$ cat config.mk
export PLATFORM = sky130hd
export DESIGN_NAME = parser
export DESIGN_NICKNAME = d
export VERILOG_FILES = /design/src/rtl/parser.sv
export SDC_FILE = /design/constraint.sdc
export NUM_CORES = 1
export LEC_CHECK = 0
export CAP_MARGIN = 40
export CORE_MARGIN = 3
export CORE_UTILIZATION = 45
export DETAILED_ROUTE_END_ITERATION = 8
export MAX_ROUTING_LAYER = met4
export PLACE_DENSITY_LB_ADDON = 0.12
export REMOVE_ABC_BUFFERS = 1
export SETUP_SLACK_MARGIN = 0.2
export SLEW_MARGIN = 20
export SYNTH_ARGS = -nofsm -noshare
export SYNTH_HDL_FRONTEND = slang
export SYNTH_SLANG_ARGS = --single-unit
$ cat constraint.sdc
create_clock -name clk -period 3.8 [get_ports clk]
set_clock_uncertainty 0.1 [all_clocks]
set_input_delay 0.76 -clock clk [delete_from_list [all_inputs] [get_ports clk]]
set_output_delay 0.76 -clock clk [all_outputs]
set_load 0.005 [all_outputs]
$ cat src/rtl/parser.sv
// ASCII expression parser: "<digits><op><digits><term>" into two operands and an op.
// Holds the result until the arithmetic stage acknowledges it with calc_done.
module parser #(
  parameter logic [7:0] TERM_CHAR = 8'h0D
) (
  input  logic        clk,
  input  logic        rst,
  input  logic [7:0]  rx_data,
  input  logic        rx_valid,
  input  logic        calc_done,
  output logic [15:0] src1,
  output logic [15:0] src2,
  output logic [1:0]  op,
  output logic        parser_done,
  output logic        parse_err,
  output logic        busy
);

  typedef enum logic [2:0] {
    IDLE, SRC1, SRC2, DONE, WAIT, FLUSH
  } state_t;

  state_t      state, state_n;
  logic [15:0] acc1, acc1_n;
  logic [15:0] acc2, acc2_n;
  logic [1:0]  opr, opr_n;
  logic        have2, have2_n;
  logic        err_q, err_n;
  logic        load;

  logic        is_dig, is_term;
  logic        is_sp, is_op;
  logic [1:0]  op_code;
  logic [19:0] mac1, mac2;
  logic        ovf1, ovf2;

  assign is_dig  = (rx_data >= 8'h30) &&
                   (rx_data <= 8'h39);
  assign is_term = (rx_data == TERM_CHAR) ||
                   (rx_data == 8'h3D);
  assign is_sp   = (rx_data == 8'h20);

  always_comb begin
    is_op   = 1'b1;
    op_code = 2'd0;
    unique case (rx_data)
      8'h2B:   op_code = 2'd0;
      8'h2D:   op_code = 2'd1;
      8'h2A:   op_code = 2'd2;
      8'h2F:   op_code = 2'd3;
      default: is_op = 1'b0;
    endcase
  end

  // Wide multiply-accumulate so an overflow is seen, not wrapped.
  assign mac1 = {4'd0, acc1} * 20'd10 +
                {16'd0, rx_data[3:0]};
  assign mac2 = {4'd0, acc2} * 20'd10 +
                {16'd0, rx_data[3:0]};
  assign ovf1 = mac1 > 20'd65535;
  assign ovf2 = mac2 > 20'd65535;

  always_comb begin
    state_n = state;
    acc1_n  = acc1;
    acc2_n  = acc2;
    opr_n   = opr;
    have2_n = have2;
    err_n   = 1'b0;
    load    = 1'b0;
    unique case (state)
      IDLE: if (rx_valid) begin
        unique case (1'b1)
          is_dig: begin
            state_n = SRC1;
            acc1_n  = {12'd0, rx_data[3:0]};
          end
          is_sp: ;
          is_term: err_n = 1'b1;
          default: begin
            state_n = FLUSH;
            err_n   = 1'b1;
          end
        endcase
      end
      SRC1: if (rx_valid) begin
        unique case (1'b1)
          is_dig: begin
            if (ovf1) begin
              state_n = FLUSH;
              err_n   = 1'b1;
            end else begin
              acc1_n = mac1[15:0];
            end
          end
          is_op: begin
            state_n = SRC2;
            opr_n   = op_code;
            acc2_n  = 16'd0;
            have2_n = 1'b0;
          end
          is_sp: ;
          is_term: begin
            state_n = IDLE;
            err_n   = 1'b1;
          end
          default: begin
            state_n = FLUSH;
            err_n   = 1'b1;
          end
        endcase
      end
      SRC2: if (rx_valid) begin
        unique case (1'b1)
          is_dig: begin
            if (ovf2) begin
              state_n = FLUSH;
              err_n   = 1'b1;
            end else begin
              acc2_n  = mac2[15:0];
              have2_n = 1'b1;
            end
          end
          is_sp: ;
          is_term: begin
            if (have2) begin
              state_n = DONE;
              load    = 1'b1;
            end else begin
              state_n = IDLE;
              err_n   = 1'b1;
            end
          end
          default: begin
            state_n = FLUSH;
            err_n   = 1'b1;
          end
        endcase
      end
      DONE: state_n = WAIT;
      WAIT: if (calc_done) state_n = IDLE;
      FLUSH: if (rx_valid && is_term)
        state_n = IDLE;
      default: state_n = IDLE;
    endcase
  end

  // Outputs are loaded on entry to DONE so they are valid with parser_done.
  always_ff @(posedge clk) begin
    if (rst) begin
      state <= IDLE;
      acc1  <= 16'd0;
      acc2  <= 16'd0;
      opr   <= 2'd0;
      have2 <= 1'b0;
      err_q <= 1'b0;
      src1  <= 16'd0;
      src2  <= 16'd0;
      op    <= 2'd0;
    end else begin
      state <= state_n;
      acc1  <= acc1_n;
      acc2  <= acc2_n;
      opr   <= opr_n;
      have2 <= have2_n;
      err_q <= err_n;
      if (load) begin
        src1 <= acc1;
        src2 <= acc2;
        op   <= opr;
      end
    end
  end

  assign parser_done = (state == DONE);
  assign parse_err   = err_q;
  assign busy        = (state == DONE) ||
                       (state == WAIT);

endmodule

==> flow_summary.json <==
{
  "status": "completed",
  "final_cells": 919,
  "timing.setup.tns_ns": 0,
  "synthesis.instances": 660,
  "dominant_combinational_cell_family_by_area_after_synthesis": "compound AO/OA/AOI/OAI gates",
  "die_y_um": 116,
  "synth-async-reset-ratio_pct": 0,
  "final.min_clock_period_ns": 3.72,
  "synth_area_per_cell_um2": 8.20,
  "place.gp.congestion": 0.942,
  "timing.final.setup_violations": 0,
  "clock.fmax_mhz": 269,
  "cts.reportedPaths.clkPinSlew_ns": 0.06,
  "cts_inserted_buffers": 9,
  "initial_utilization_pct": 46.8,
  "final_layout_size_suffix_gt1_share_pct": 24.1,
  "synthXorXnorAreaFrac_pct": 6.64,
  "r2r_slack_ns": 0.08,
  "worst_slack_ns": 0.0784,
  "fp-row-count": 39,
  "area_share_of_fa_ha_maj_cells_after_synthesis_pct": 15.8,
  "cellLeakagePower_nw": 2.99,
  "grt_max_degree": 32,
  "fill_cells": 971,
  "synth-main-ff-cell": "sky130_fd_sc_hd__dfxtp_1",
  "htree_levels": 3,
  "route.final.wire_length_um": 15600,
  "diode_count": 0,
  "synth.top_cells.by_area": "sky130_fd_sc_hd__dfxtp_1 27%, sky130_fd_sc_hd__ha_1 14%, sky130_fd_sc_hd__nand2_1 7.4%",
  "arrival_ns": 3.85,
  "detailed_place.area_mm2": 0.00643,
  "yosys_warnings": 0,
  "synth_cell_type_count": 64,
  "final_hold_violations": 0,
  "synth_simple_gate_area_share_pct": 21.8,
  "drv_slew": 0,
  "final_nets": 849,
  "post-route-period-util_pct": 97.9,
  "critical_path_peak_fanout": 7,
  "hold_slack_ns": 0.345,
  "design_area_mm2": 0.00746,
  "cts_stage_hold_buffer_count": 0,
  "root_buffer": "sky130_fd_sc_hd__clkbuf_16",
  "drt_drc_violations_left": 0,
  "drt-initial-drc-count": 275,
  "power_per_cell_area_mw_per_mm2": 256,
  "clockBufferDepth": 2,
  "maxSlewHeadroom_pct": 51.2,
  "seqCellArea_mm2": 0.00149,
  "post_synth_mux_area_share_pct": 2.98,
  "critPathRequiredTime_ns": 3.92,
  "endpoint_kind": "flip-flop",
  "synth-seq-area-share_pct": 27.0,
  "multi_input_comb_area_mm2": 0.00427,
  "globalRouteOverflowTotal": 0,
  "drt_first_pass_iters": 4,
  "yosys_register_bits": 73,
  "worstMarginPinSlew_ns": 0.726,
  "synth_enable_flop_cells": 0,
  "antenna_left": 0,
  "synth_compound_area_share_pct": 22.8,
  "via_count_of_the_first_global_routing_pass": 5029,
  "global_route.usage.total_pct": 23.9,
  "die-width_um": 116,
  "max_cap_violations": 0,
  "antenna_found_initial": 0,
  "finalPower_mw": 1.91,
  "floorplan.die_area_mm2": 0.0134,
  "clock_sinks": 73,
  "grt_pass1_wl_um": 24800,
  "grt_setup_unrepaired": "yes",
  "buffer_ports.inserted": 48,
  "post_drt_via_cell_ratio": 5.75,
  "vias": 5284,
  "final_core_utilization_pct": 64.5,
  "clk_latency_ns": 0.35,
  "dp_hpwl_um": 10700,
  "drt-wirelength-per-cell_um": 16.9,
  "pin_count": 49,
  "post_placement_setup_slack_ns": -0.174,
  "hold_class": "reg2reg",
  "cell_area_after_synthesis_mm2": 0.00541,
  "synth_top_cell_area_share_pct": 27.0,
  "critical_path.startpoint_type": "flip-flop",
  "area_delta_synth_final_pct": 37.9,
  "coreArea_mm2": 0.0116,
  "worstSetupPathType": "reg2reg",
  "peakVddDrop_uv": 324,
  "cts_tree": "done",
  "yosysTopAreaCell": "sky130_fd_sc_hd__dfxtp_1",
  "total_instance_count_after_detailed_placement": 884
}
-- worst paths after layout --
kind            from       end  cells after the start
max          acc1[3]  acc1[11]                     14
min          src1[7]   src1[7]                      2
max reg2reg  acc1[3]  acc1[11]                     14
min reg2reg  src1[7]   src1[7]                      2
-- flip-flops by register name (all words and copies together) (netlist names) --
register   count
src2          16
op             2
state          3
acc1          16
acc2          16
parse_err      1
opr            2
src1          16
have2          1
-- Yosys cell counts, types with 10 or more instances --
| cell type | n |
|---|---|
| sky130_fd_sc_hd__nand2_1 | 106 |
| sky130_fd_sc_hd__mux2i_1 | 15 |
| sky130_fd_sc_hd__nand3_1 | 18 |
| sky130_fd_sc_hd__o211ai_1 | 13 |
| sky130_fd_sc_hd__o21ai_0 | 18 |
| sky130_fd_sc_hd__nor3_1 | 12 |
| sky130_fd_sc_hd__dfxtp_1 | 73 |
| sky130_fd_sc_hd__clkbuf_1 | 25 |
| sky130_fd_sc_hd__nor2_1 | 62 |
| sky130_fd_sc_hd__o2bb2ai_2 | 10 |
| sky130_fd_sc_hd__xor2_1 | 23 |
| sky130_fd_sc_hd__xnor2_1 | 18 |
| sky130_fd_sc_hd__ha_1 | 62 |
| sky130_fd_sc_hd__a21oi_1 | 65 |
-- logic make-up after synthesis --
| kind of cell | count (synthesis) |
|---|---|
| simple gates | 255 |
| fa+ha+maj | 66 |
| compound gates | 171 |
| mux | 16 |
| flops | 73 |
| buf+inv | 38 |
| xor+xnor | 41 |
-- cell usage in the layout (no fill, tap or decap), types with 7 or more instances in the layout --
cell                              instances
sky130_fd_sc_hd__xor2_1                  21
sky130_fd_sc_hd__nor3_1                  10
sky130_fd_sc_hd__dfxtp_1                 61
sky130_fd_sc_hd__buf_4                   71
sky130_fd_sc_hd__nand2_1                106
sky130_fd_sc_hd__and2_1                   7
sky130_fd_sc_hd__mux2i_1                 15
sky130_fd_sc_hd__o21ai_0                 17
sky130_fd_sc_hd__ha_1                    48
sky130_fd_sc_hd__a21o_1                   7
sky130_fd_sc_hd__inv_1                    8
sky130_fd_sc_hd__nor2_1                  61
sky130_fd_sc_hd__o211ai_1                13
sky130_fd_sc_hd__ha_4                    11
sky130_fd_sc_hd__nand3_1                 17
sky130_fd_sc_hd__o2bb2ai_2               11
sky130_fd_sc_hd__nand4_1                  7
sky130_fd_sc_hd__xnor2_1                 16
sky130_fd_sc_hd__a21oi_1                 60
sky130_fd_sc_hd__clkdlybuf4s50_1         47
sky130_fd_sc_hd__clkbuf_16               10
-- metal layers --
metal,part of all wire [%],global-route usage [%]
met5,0,-
met3,4.4,3.76
met4,2.2,8.74
met1,48,32.6
met2,45,36.0
-- area by class of cell --
type / instances / share of cell area (%)
inverters: 8 / 0.402
clock inverters: 5 / 0.402
flip-flops and latches: 73 / 20.0
multi-input cells: 549 / 57.3
clock buffers: 11 / 3.39
well taps: 143 / 2.40
repair buffers: 130 / 16.1
-- power by group --
group / internal (mW) / switching, mW / leakage, nW
clock network: 0.474 / 0.333 / 0.137
registers: 0.778 / 0.0364 / 0.597
logic: 0.127 / 0.165 / 2.26
total: 1.38 / 0.535 / 2.99
-- worst max-delay path: stages, from the launching register on --
cell                        delay, ns
sky130_fd_sc_hd__dfxtp_2         0.33
sky130_fd_sc_hd__ha_4            0.24
sky130_fd_sc_hd__ha_4            0.16
sky130_fd_sc_hd__fa_2            0.39
sky130_fd_sc_hd__a211oi_4        0.30
sky130_fd_sc_hd__nor2_1          0.08
sky130_fd_sc_hd__xor2_1          0.27
sky130_fd_sc_hd__o2111ai_2       0.21
sky130_fd_sc_hd__or4_4           0.55
sky130_fd_sc_hd__nor4b_4         0.22
sky130_fd_sc_hd__o31a_1          0.23
sky130_fd_sc_hd__buf_6           0.13
sky130_fd_sc_hd__buf_12          0.13
sky130_fd_sc_hd__mux2i_1         0.20
sky130_fd_sc_hd__nor2_1          0.06
-- what timing repair did --
| action | in CTS | in global routing |
|---|---|---|
| gates resized for setup | 62 | 41 |
| gates cloned | 2 | 1 |
| pin swaps | 18 | 35 |
| endpoints found under the setup margin | 36 | 36 |
| setup buffers | 13 | 3 |
Power figures use the tool's default switching activity.
